### src/rtl/mem_rr_arbiter_pkg.sv
// Shared constants and helpers for the two-port RAM round-robin arbiter.
package mem_rr_arbiter_pkg;

  localparam int unsigned P0    = 0;
  localparam int unsigned P1    = 1;
  localparam int unsigned LcntW = 8;

  function automatic logic [1:0] onehot2(input logic idx);
    return idx ? 2'b10 : 2'b01;
  endfunction

endpackage

### src/rtl/mem_rr_arbiter_rr_pick2.sv
// Combinational 2-way pick: lock owner first, otherwise the port not granted last.
module mem_rr_arbiter_rr_pick2
  import mem_rr_arbiter_pkg::*;
(
  input  logic [1:0] req,
  input  logic       last,
  input  logic       lock_own,
  input  logic       lock_force,
  output logic [1:0] gnt
);

  always_comb begin
    gnt = 2'b00;
    if (lock_force) begin
      gnt = onehot2(lock_own) & req;
    end else if (&req) begin
      gnt = onehot2(~last);
    end else begin
      gnt = req;
    end
  end

endmodule

### src/rtl/mem_rr_arbiter.sv
// Round-robin arbiter sharing one 64-bit RAM between two req/gnt masters, with a
// bounded burst lock so a locking master cannot starve the other port.
module mem_rr_arbiter
  import mem_rr_arbiter_pkg::*;
#(
  parameter int unsigned MEM_SIZE = 65536,
  parameter int unsigned MAX_LOCK = 16
) (
  input  logic                        clk,
  input  logic                        rst_n,
  input  logic                        i_p0_req,
  input  logic                        i_p0_lock,
  input  logic                        i_p0_we,
  input  logic [31:0]                 i_p0_addr,
  input  logic [7:0]                  i_p0_be,
  input  logic [63:0]                 i_p0_wdata,
  output logic                        o_p0_gnt,
  output logic                        o_p0_rvalid,
  output logic [63:0]                 o_p0_rdata,
  input  logic                        i_p1_req,
  input  logic                        i_p1_lock,
  input  logic                        i_p1_we,
  input  logic [31:0]                 i_p1_addr,
  input  logic [7:0]                  i_p1_be,
  input  logic [63:0]                 i_p1_wdata,
  output logic                        o_p1_gnt,
  output logic                        o_p1_rvalid,
  output logic [63:0]                 o_p1_rdata,
  output logic [7:0]                  o_mem_we,
  output logic [$clog2(MEM_SIZE)-1:0] o_mem_addr,
  output logic [63:0]                 o_mem_wdata,
  input  logic [63:0]                 i_mem_rdata
);

  localparam int unsigned AW = $clog2(MEM_SIZE);

  logic [1:0]       req, lk, we, gnt;
  logic             last_q, last_d;
  logic             lock_act_q, lock_act_d;
  logic             lock_own_q, lock_own_d;
  logic [LcntW-1:0] lcnt_q, lcnt_d;
  logic [1:0]       rsel_q, rsel_d;
  logic             own_req, other_req, at_limit, lock_force;
  logic             sel, gnt_any, we_sel;
  logic [7:0]       be_sel;
  logic [31:0]      addr_sel;
  logic             unused_addr;

  assign req = {i_p1_req, i_p0_req};
  assign lk  = {i_p1_lock, i_p0_lock};
  assign we  = {i_p1_we, i_p0_we};

  // At the limit with the other port waiting, the lock is ignored and plain
  // round-robin hands the slot over (last always equals the owner here).
  assign own_req    = req[lock_own_q];
  assign other_req  = req[~lock_own_q];
  assign at_limit   = (lcnt_q == LcntW'(MAX_LOCK));
  assign lock_force = lock_act_q & own_req & ~(at_limit & other_req);

  mem_rr_arbiter_rr_pick2 u_pick (
    .req        (req),
    .last       (last_q),
    .lock_own   (lock_own_q),
    .lock_force (lock_force),
    .gnt        (gnt)
  );

  assign o_p0_gnt = gnt[P0];
  assign o_p1_gnt = gnt[P1];
  assign gnt_any  = |gnt;
  assign sel      = gnt[P1];

  assign we_sel      = sel ? i_p1_we    : i_p0_we;
  assign be_sel      = sel ? i_p1_be    : i_p0_be;
  assign addr_sel    = sel ? i_p1_addr  : i_p0_addr;
  assign o_mem_wdata = sel ? i_p1_wdata : i_p0_wdata;
  assign o_mem_addr  = {addr_sel[AW-1:3], 3'b000};
  assign o_mem_we    = {8{gnt_any & we_sel}} & be_sel;
  assign unused_addr = ^{addr_sel[31:AW], addr_sel[2:0]};

  assign rsel_d      = gnt & ~we;
  assign o_p0_rvalid = rsel_q[P0];
  assign o_p1_rvalid = rsel_q[P1];
  assign o_p0_rdata  = i_mem_rdata;
  assign o_p1_rdata  = i_mem_rdata;

  always_comb begin
    last_d     = last_q;
    lock_act_d = 1'b0;
    lock_own_d = lock_own_q;
    lcnt_d     = '0;
    if (gnt_any) begin
      last_d     = sel;
      lock_act_d = lk[sel];
      lock_own_d = sel;
      // Only a grant earned by a lock in force (and renewed) keeps counting.
      if (lock_force && lk[sel]) begin
        lcnt_d = other_req ? lcnt_q + LcntW'(1) : lcnt_q;
      end
    end
  end

  always_ff @(posedge clk or negedge rst_n) begin
    if (!rst_n) begin
      last_q     <= 1'b1;
      lock_act_q <= 1'b0;
      lock_own_q <= 1'b0;
      lcnt_q     <= '0;
      rsel_q     <= 2'b00;
    end else begin
      last_q     <= last_d;
      lock_act_q <= lock_act_d;
      lock_own_q <= lock_own_d;
      lcnt_q     <= lcnt_d;
      rsel_q     <= rsel_d;
    end
  end

endmodule

### config.mk
export PLATFORM = sky130hd
export DESIGN_NAME = mem_rr_arbiter
export DESIGN_NICKNAME = d
export VERILOG_FILES = /design/src/rtl/mem_rr_arbiter_pkg.sv /design/src/rtl/mem_rr_arbiter_rr_pick2.sv /design/src/rtl/mem_rr_arbiter.sv
export SDC_FILE = /design/constraint.sdc
export NUM_CORES = 1
export LEC_CHECK = 0
export ABC_AREA = 1
export BUFFER_PORTS_ARGS = -buffer_cell sky130_fd_sc_hd__buf_4
export CORE_AREA = 2 2 196 198
export DETAILED_ROUTE_END_ITERATION = 7
export DIE_AREA = 0 0 198 200
export SETUP_SLACK_MARGIN = 0.4
export SLEW_MARGIN = 20
export SYNTH_ARGS = -nofsm -noshare
export SYNTH_HDL_FRONTEND = slang
export SYNTH_SLANG_ARGS = --single-unit
### constraint.sdc
create_clock -name clk -period 3.41 [get_ports clk]
set_clock_uncertainty 0.2 [all_clocks]
set_input_delay 0.341 -clock clk [delete_from_list [all_inputs] [get_ports clk]]
set_output_delay 0.341 -clock clk [all_outputs]
set_load 0.02 [all_outputs]
Word level (Yosys, flattened, before mapping)
Cells that the tools add are included.

Output and inout bits: 220. Logic and storage cells: 42. Register bits after elaboration: 13.

Equal/unequal tests: 2. Reductions and logical operators: 3. Order comparisons: 3. Multiplexer cells: 18. Add/sub/neg operators: 1. Bitwise gates (word level): 10.

Operators with widths (count): 64-bit two-way mux (1); 8-bit two-way mux (4); 16-bit two-way mux (1); 8-bit by 1-bit adder with 8-bit output, second input constant (1); 8-bit AND (1); 8-bit by 5-bit equality test with 1-bit output, second input constant (1); 1-bit two-way mux (8); 2-bit two-way mux (4); 1-bit by 2-bit less-than comparator with 1-bit output, second input constant (3); 1-bit AND (4); 2-bit AND (2); 3-bit inequality test, second input constant (1); 1-bit NOT (2); 2-bit NOT (1); 2-bit AND reduction (1); 2-bit OR reduction (1); 1-bit logical AND (1).

Depth between registers and ports, before layout
Gate-level depths: netlist (run 1).

Word-level depth: 12. Depth in mapped cells: 12.

Modules after synthesis
From an unflattened synthesis (run 1), not the netlist that was laid out.

Cells, all modules: 525. Area, all modules: 2889.0 µm².

By module, submodules not included: mem_rr_arbiter (times used 1, cells an instance 515, area each 2849.0 µm²); mem_rr_arbiter_rr_pick2 (times used 1, cells an instance 10, area each 40.0 µm²).

Least setup slack after synthesis (run 1)
Ideal clock, no wire load.

Path type: flip-flop to output port. Start: register lcnt_q[0]. End: output o_mem_we[5]. Data required time: 2.869 ns. Cell stages (with the launch flop): 12. Arrival time: 1.631 ns. Buffers on the path: 1. Slack: 1.238 ns. Cells stage by stage: dfrtp_1 inv_1 ha_1 nand2_1 nor2_1 nand3_2 nand2_2 nand2_1 nand2_2 buf_2 nand2_1 a21oi_2.

Word-level cells in the longest chain between the ends: 8. Elaborated cells on any way between the ends: 10. Classes of those cells: 1 x eq/ne; 3 x mux; 5 x bitwise; 1 x reduce/logical.

RTL lines: start: declaration (RTL line mem_rr_arbiter.sv:41) `logic [LcntW-1:0] lcnt_q, lcnt_d;`; start signal: assignment (RTL line mem_rr_arbiter.sv:114) `lcnt_q <= lcnt_d;`; 8-bit by 5-bit equality test with 1-bit output (*) (RTL line mem_rr_arbiter.sv:57) `assign at_limit = (lcnt_q == LcntW'(MAX_LOCK));`; 1-bit AND (*) (RTL line mem_rr_arbiter.sv:58) `assign lock_force = lock_act_q & own_req & ~(at_limit & other_req);`; 1-bit NOT (*) (RTL line mem_rr_arbiter.sv:58); 1-bit AND (*) (RTL line mem_rr_arbiter.sv:58); 2-bit two-way mux (*) (RTL line mem_rr_arbiter_rr_pick2.sv:14) `if (lock_force) begin`; 2-bit OR reduction or 1-bit two-way mux (tied branches) (RTL line mem_rr_arbiter.sv:70, mem_rr_arbiter.sv:73); 1-bit AND (RTL line mem_rr_arbiter.sv:78) `assign o_mem_we = {8{gnt_any & we_sel}} & be_sel;`; 8-bit AND (*) (RTL line mem_rr_arbiter.sv:78); end: declaration (RTL line mem_rr_arbiter.sv:29) `output logic [7:0] o_mem_we,`.

Every way passes the cells marked *; elsewhere a longest branch is shown, timed or not.

Worst setup path in the final report (run 1)
Start: register lcnt_q[0]. End: output o_mem_we[2].

The elaborated chain is that of the path after synthesis.

==> results.toml, run 1 <==
[clock_network]
clk_path_buf_depth = 2
htree_levels = 1
clock_latency_ps = 250
clkTransAtPathRegs_ps = 50
cts_root_buf = "clkbuf_16"
cts_buffers = 3
cts_tree = "done"
clock-sinks = 13

[route]
drc = 0
totalWireLength_mm = 12.4
wl_per_cell_microns = 10.8
vias_per_cell = 3.01
drt_first_iter_violations = 127
num_vias = 3469
firstDrtPassIters = 4
ant_nets = 0

[placement]
port_buffers = 266
gp_congestion = 0.770
dpl.cell_count = 1145
hpwl_mm = 10.1

[global_routing]
grt_pass1_vias = 3104
grt_max_degree = 56
grt_pass1_wl_mm = 15.6
antenna_found_initial = 0
grt.total_usage_pct = 5.19
grt_overflow = 0

[power_and_ir_drop]
ir_drop_mv = 0.281
powerDensity_nw_per_um2 = 601
p_leak_nw = 2.56

[final_layout]
mostFrequentLayoutCells = "nand2_1 (268), buf_4 (268), inv_1 (20)"
diodes = 0
drive_above_1_share_pct = 46.7
final_util_pct = 12.5
fin_cells = 1153
regArea_sq_um = 327
fillers = 4326
multi_input_area_sq_um = 1460
synthToLayoutAreaGrowth_pct = 58.4
nets = 925

[floorplan]
num_rows = 71
die_area_sq_um = 39600
ios = 500
initial_core_util_pct = 7.88
core_sq_um = 37400
die_h_microns = 200
die_x_microns = 198

[timing]
fin_crit_sh_pct = 82.9
rsz0062_at_grt = "false"
fin_tns_setup_ps = 0
finalHoldViolations = 0
finalMaxSlewViolations = 0
finalSetupViolCount = 0
max_freq_mhz = 354
min_period_ps = 2830

[synthesis]
ys_warn_count = 0
netlist_area_sq_um = 2950
synth_seq_cells = 13
avgSynthCellArea_sq_um = 5.75
synth_cells = 512
ys_seq_area_share_pct = 11.1
synthDistinctLibCells = 26

[status]
outcome = "finished clean"

[worst_setup_path]
endpoint_kind = "output pin"
crit_path_max_fanout = 8
critPathLaunchType = "flop"
required_ps = 2870
worstSetupPathType = "flop to output pin"
crit_arrival_ps = 2290

[worst_hold_path]
hold_class = "primary input to flop"

[run]
drv_cap = 0
-- flip-flops by register name, indices dropped and copies added (netlist names) --
name,flops
lcnt_q,8
rsel_q,2
last_q,1
lock_act_q,1
lock_own_q,1
-- metrics by stage --
step | area, sq um | power (W) | hold WS [ps] | setup slack, ps
after floorplan | 2950 | 0.00179 | -155 | 1240
after global placement | 4520 | 0.00250 | -4.09 | 632
after detailed placement | 4520 | 0.00253 | -1.58 | 593
after CTS | 4630 | 0.00280 | 51.4 | 448
after global routing | 4670 | 0.00303 | 51.3 | 408
final | 4670 | 0.00281 | 53.7 | 583
-- worst max-delay path, cell delays in order, from the launching register on --
cell and delay (ps):
dfrtp_1 400, inv_1 90, ha_1 150, nand2_1 50
nor2_1 130, nand3_2 120, nand3_2 250, nand2_1 160
nand2_2 170, nand3_4 90, buf_12 160, a21oi_2 110
buf_4 150
-- cell type report --
type                    instances  area share (%)
well taps                     511            13.7
multi-input cells             331            31.2
repair buffers                272            44.6
inverters                      22            1.77
flip-flops and latches         13            7.00
clock buffers                   4            1.69
-- kinds of logic after synthesis --
kind of cell | after synthesis | share of synthesized area [%]
AO/OA/AOI/OAI | 19 | 4.76
XOR/XNOR | 2 | 0.595
adder cells (fa/ha/maj) | 2 | 0.849
buffers and inverters | 171 | 41.2
flip-flops | 13 | 11.1
other | 1 | 0.127
AND/OR/NAND/NOR | 304 | 41.4
-- per-layer routing --
| layer | track usage [%] | up-vias | part of all wire (%) |
|---|---|---|---|
| li1 | - | 1676 | - |
| met5 | 0 | - | 0 |
| met4 | 4.51 | 0 | 7.7 |
| met3 | 2.03 | 70 | 12 |
| met2 | 9.40 | 262 | 48 |
| met1 | 4.49 | 1461 | 31 |
-- Yosys cell counts --
master,instances,area [sq um]
nand3_1,10,50.1
nor2_1,5,18.8
a21oi_2,8,70.1
ha_1,2,25.0
a21boi_2,1,11.3
a21boi_1,1,7.51
inv_2,2,7.51
buf_2,9,45.0
nor3_1,2,10.0
nand3_4,1,17.5
conb_1,1,3.75
dfrtp_1,12,300
nand2_1,269,1010
a21boi_0,1,7.51
nand2_2,8,50.1
a21oi_1,4,20.0
buf_4,131,983
dfstp_2,1,26.3
o221ai_1,1,8.76
nor3_2,1,10.0
nand4_1,7,43.8
buf_6,9,101
xor2_1,2,17.5
nand3_2,1,10.0
o21ai_0,3,15.0
inv_1,20,75.1
-- power breakdown --
| part | internal [W] | switching [W] | leakage [nW] |
|---|---|---|---|
| clock | 0.000158 | 0.0000714 | 0.0382 |
| combinational | 0.000922 | 0.00146 | 2.35 |
| sequential | 0.000183 | 0.0000124 | 0.172 |
-- path summary, 6_finish.rpt --
path | cells after the start | to | slack, ps | start
worst max-delay path | 12 | o_mem_we[2] | 580 | lcnt_q[0]$_DFFE_PN0P_
worst min-delay path | 2 | rsel_q[0]$_DFF_PN0_ | 50 | i_p0_we
worst max register to register | 8 | lcnt_q[6]$_DFFE_PN0P_ | 1350 | lock_own_q$_DFFE_PN0P_
worst min register to register | 2 | last_q$_DFFE_PN1P_ | 290 | last_q$_DFFE_PN1P_
max in group asynchronous | 2 | last_q$_DFFE_PN1P_ | 2500 | rst_n
min in group asynchronous | 2 | rsel_q[1]$_DFF_PN0_ | 270 | rst_n
-- repair_timing --
action                                  CTS  global route
hold buffers                              1             0
setup buffers                             1             1
resized for setup                         1             3
endpoints found under the setup margin    8            36
hold endpoints to repair                 13             0
gates cloned                              0             1
pin swaps                                 1             1
No activity file was read; power rests on OpenSTA's default activity.
==> run 2: changes to the inputs <==
Settings changed: CORE_AREA 2 2 196 198 to 2 2 194 196, DIE_AREA 0 0 198 200 to 0 0 196 198.
Clock period 3.41 ns to 2.7 ns, I/O delays scaled along.
==> results.toml, run 2 (synthesized netlist as in run 1, its figures left out) <==
[power_and_ir_drop]
powerDensity_nw_per_um2 = 900
ir_drop_mv = 0.307
p_leak_nw = 3.15

[final_layout]
diodes = 0
drive_above_1_share_pct = 64.7
regArea_sq_um = 327
nets = 960
final_common_cell = "buf_4"
synthToLayoutAreaGrowth_pct = 106
final_util_pct = 16.4
top_register = "lcnt_q"
top_regs = "lcnt_q (8), rsel_q (2)"
finish.instance_area_sq_um = 6060
fillers = 4171
multi_input_area_sq_um = 1990
largest_reg_flops = 8
mostFrequentLayoutCells = "buf_4 (220), nand2_1 (169), nand2_2 (66)"

[worst_setup_path]
worstSetupPathType = "flop to output pin"
r2r_slack_ps = 700
r2r_start = "lcnt_q[1]$_DFFE_PN0P_"
reg2reg_depth = 10
crit_path_max_fanout = 8
required_ps = 2230
endpoint_kind = "output pin"
crit_arrival_ps = 2130
r2r-end = "lock_own_q$_DFFE_PN0P_"
critPathLaunchType = "flop"

[route]
wl_per_cell_microns = 16.0
num_vias = 3721
totalWireLength_mm = 18.4
ant_nets = 0
drt_first_iter_violations = 77
vias_per_cell = 3.23
drc = 0
firstDrtPassIters = 4

[timing]
finalMaxSlewViolations = 0
max_freq_mhz = 384
rsz0062_at_grt = "true"
fin_crit_sh_pct = 96.3
holdWs_ps = 136
min_period_ps = 2600
finalHoldViolations = 0
finalSetupViolCount = 0
fin_tns_setup_ps = 0

[global_routing]
grt_use_met3_pct = 3.66
grt.busiest_layer = "met2"
grt.total_usage_pct = 7.86
antenna_found_initial = 0
grt_overflow = 0
grt_pass1_vias = 3298
grt_max_degree = 32
grt_pass1_wl_mm = 22.0
grt_util_met2_pct = 15.1
use_met1_pct = 7.12

[floorplan]
die_area_sq_um = 38800
core_sq_um = 37000
die_h_microns = 198
initial_core_util_pct = 7.97
ios = 500
die_x_microns = 196
num_rows = 71

[clock_network]
htree_levels = 1
clk_path_buf_depth = 2
clock-sinks = 13
cts_tree = "done"
cts_root_buf = "clkbuf_16"
cts_buffers = 3
clock_latency_ps = 240
clkTransAtPathRegs_ps = 50

[worst_hold_path]
hold_class = "primary input to flop"
holdPathStages = 4
hold_end = "rsel_q[1]$_DFF_PN0_"
min_from = "i_p1_we"

[run]
drv_cap = 0

[placement]
gp_congestion = 0.728
hpwl_mm = 11.4
port_buffers = 266
place_area_sq_um = 4490

[status]
outcome = "finished clean"
==> run 2: per-stage QoR <==
step | worst slack, ps | total power [W] | std cells
final | 98.7 | 0.00545 | 1151
after global routing | 23.2 | 0.00580 | 1151
after CTS | 107 | 0.00475 | 1144
after detailed placement | 220 | 0.00324 | 1109
after global placement | 236 | 0.00321 | 1109
after floorplan | 599 | 0.00226 | 514
==> run 2: layout make-up <==
type / count / area share, %
inverters: 22 / 1.36
repair buffers: 308 / 49.3
clock buffers: 4 / 1.30
well taps: 474 / 9.79
multi-input cells: 330 / 32.9
flip-flops and latches: 13 / 5.39
==> run 2: where the power goes <==
group / internal [W] / switching (W)
logic: 0.00230 / 0.00263
registers: 0.000231 / 0.0000160
clock network: 0.000199 / 0.0000811
==> run 2: layer usage <==
metal	wire (microns)	vias up	part of all wire, %
met4	719	0	3.9
met5	0	-	0
met1	5660	1644	31
li1	-	1754	-
met2	9830	273	53
met3	2210	50	12
==> run 2: how the worst max path moves through the flow <==
| stage | startpoint | endpoint | depth (start not counted) |
|---|---|---|---|
| detailed placement | lcnt_q[0]$_DFFE_PN0P_ | o_mem_we[5] | 11 |
| global route | lcnt_q[0]$_DFFE_PN0P_ | o_mem_wdata[21] | 13 |
| floorplan | lcnt_q[0]$_DFFE_PN0P_ | o_mem_we[5] | 11 |
| CTS | lcnt_q[0]$_DFFE_PN0P_ | o_mem_we[4] | 14 |
| global placement | lcnt_q[0]$_DFFE_PN0P_ | o_mem_we[2] | 11 |
| finish | lcnt_q[1]$_DFFE_PN0P_ | o_mem_wdata[21] | 13 |
==> run 2: what timing repair did <==
item | CTS | global route
buffers inserted | 20 | 2
gates cloned | 9 | 5
resized for setup | 65 | 168
hold buffers | 2 | 0
endpoints found under the setup margin | 86 | 87
endpoints found under the hold margin | 14 | 0
pin swaps | 18 | 49
==> run 2: critical path, stage by stage, from the launching register on <==
cell and delay, ps:
dfrtp_1 380, inv_2 80, ha_4 130, nand2_2 60, nor2_4 130, nand3_4 130, nand2_4 120, nand2_4 80
nand2_8 160, buf_12 140, clkbuf_16 190, nand2_1 80, nand2_2 70, buf_6 110
==> run 3: changes to the inputs <==
Settings changed: ABC_AREA 1 to unset, CORE_AREA 2 2 194 196 to 2 2 195 197, DIE_AREA 0 0 196 198 to 0 0 197 199.
==> results.toml, run 3 <==
[status]
outcome = "finished with violations"
failed_checks = "setup timing"

[worst_setup_path]
crit_arrival_ps = 2360
crit_buf_inv = 4
path_delay_family = "buffers and inverters"
r2r_start = "lcnt_q[0]$_DFFE_PN0P_"
worstSetupPathType = "flop to output pin"
crit_path_start = "lcnt_q[0]$_DFFE_PN0P_"
worst_path_most_repeated_cell = "buf_12"
required_ps = 2230
slowest_delay_ps = 400
crit_path_max_fanout = 19
crit_chain = "inv_2 > ha_4 > or3b_4 > o21ai_4 > o211ai_4 > buf_12 > buf_12 > mux2_4 > buf_4"
path_depth = 9
r2r_slack_ps = 400
endpoint_kind = "output pin"
slowest_stage = "or3b_4"
r2r-end = "lcnt_q[1]$_DFFE_PN0P_"
critPathLaunchType = "flop"
reg2reg_depth = 10
crit_path_end = "o_mem_wdata[2]"

[route]
firstDrtPassIters = 4
vias_per_cell = 2.98
totalWireLength_mm = 12.9
ant_nets = 0
drt_first_iter_violations = 60
wl_per_cell_microns = 13.4
num_vias = 2861
drc = 0

[final_layout]
nets = 770
largest_reg_flops = 8
synthToLayoutAreaGrowth_pct = 68.6
finish.instance_area_sq_um = 5360
mostFrequentLayoutCells = "buf_4 (261), mux2_4 (78), buf_6 (29)"
diodes = 0
fin_cells = 961
top_regs = "lcnt_q (8), rsel_q (2)"
final_common_cell = "buf_4"
top_register = "lcnt_q"
drive_above_1_share_pct = 82.5
fillers = 4170

[clock_network]
cts_root_buf = "clkbuf_16"
clock_latency_ps = 250
htree_levels = 1
cts_buffers = 3
clkTransAtPathRegs_ps = 50
clock-sinks = 13
cts_tree = "done"
clk_path_buf_depth = 2

[global_routing]
grt_pass1_wl_mm = 16.4
antenna_found_initial = 0
grt_pass1_vias = 2705
grt_max_degree = 20
grt.total_usage_pct = 5.73
grt_overflow = 0

[placement]
place_area_sq_um = 4980
port_buffers = 266
hpwl_mm = 10.9
gp_congestion = 0.748
dpl.cell_count = 941

[synthesis]
yosysMostFrequentCell = "buf_4"
ys_warn_count = 0
synth-edff-count = 0
synth_area_leaders = "mux2_4 (36%), buf_4 (31%), dfrtp_1 (9.4%)"
async_flop_share_pct = 100
synth_seq_cells = 13
yosys-top-cells-count = "buf_4 (131), mux2_4 (77), nand2_1 (22)"
synthDistinctLibCells = 47
yosysTopAreaCell = "mux2_4"
synth_cells = 327
netlist_area_sq_um = 3180
yosysTopAreaCellShare_pct = 36.4
avgSynthCellArea_sq_um = 9.72
ys.flop_type = "dfrtp_1"
ys_seq_area_share_pct = 10.3

[timing]
holdWs_ps = 39.0
rsz0062_at_grt = "true"
worstMarginPinSlew_ps = 503
finalMaxSlewViolations = 0
min_period_ps = 2830
finalSetupViolCount = 84
fin_ws_ps = -127
max_freq_mhz = 354
fin_tns_setup_ps = -7110
slew_headroom_pct = 65.5
finalHoldViolations = 0
fin_crit_sh_pct = 105

[floorplan]
ios = 500
initial_core_util_pct = 8.56
die_x_microns = 197
die_h_microns = 199
core_sq_um = 37100
die_area_sq_um = 39200
num_rows = 71

[power_and_ir_drop]
ir_drop_mv = 0.241
p_leak_nw = 2.61
powerDensity_nw_per_um2 = 363
p_total_w = 0.00195

[worst_hold_path]
hold_class = "primary input to flop"

[run]
drv_cap = 0
run 3: layer usage:
metal | track usage [%] | up-vias | part of all wire, % | routed length [microns]
met5 | 0 | - | 0 | 0
met4 | 2.56 | 0 | 2.8 | 363
met3 | 3.26 | 30 | 14 | 1850
met2 | 9.23 | 245 | 48 | 6130
met1 | 6.12 | 1277 | 35 | 4540
li1 | - | 1309 | - | -
run 3: cell type report:
type	count	area, sq um	area share (%)
repair buffers	298	2430	45.4
flip-flops and latches	13	327	6.09
inverters	9	36.3	0.677
well taps	474	593	11.1
clock buffers	4	78.8	1.47
multi-input cells	163	1890	35.3
run 3: worst min path at each step:
stage	end	cells past startpoint	from
global placement	lcnt_q[4]$_DFFE_PN0P_	1	rst_n
global route	rsel_q[0]$_DFF_PN0_	2	i_p0_we
CTS	rsel_q[0]$_DFF_PN0_	2	i_p0_we
detailed placement	lcnt_q[4]$_DFFE_PN0P_	1	rst_n
finish	rsel_q[0]$_DFF_PN0_	2	i_p0_we
floorplan	lcnt_q[0]$_DFFE_PN0P_	0	rst_n
run 3: cells by family after synthesis:
group	after synthesis	synth area share [%]
compound gates	27	6.45
buf+inv	153	35.7
simple gates	44	7.12
xor+xnor	5	1.38
other cells	1	0.118
fa+ha+maj	2	0.787
flops	13	10.3
mux	82	38.2
run 3: worst register-to-register path: stages (launching register included):
cell      delay (ps)
dfrtp_1          380
inv_2             80
ha_4             130
nor3b_4          200
a21boi_2         110
o211ai_4         240
buf_12           200
buf_12           170
buf_12           180
inv_2             80
a22o_1           210
run 3: timing repair:
action / CTS / global route
hold buffers: 1 / 0
setup buffers: 11 / 4
endpoints found under the hold margin: 13 / 0
endpoints found under the setup margin: 89 / 91
pin swaps: 1 / 2
resized for setup: 37 / 5
run 3: power breakdown:
group | switching [W] | total, W | internal [W]
registers | 0.0000141 | 0.000226 | 0.000212
logic | 0.000623 | 0.00143 | 0.000803
clock network | 0.0000947 | 0.000295 | 0.000200
run 3: through the flow:
stage / setup WS, ps / util, %
2_1_floorplan: 372 / -
3_3_place_gp: 71.5 / 13.4
3_5_place_dp: 52.1 / 13.4
4_1_cts: -156 / 14.3
5_1_grt: -201 / 14.4
6_report: -127 / 14.4
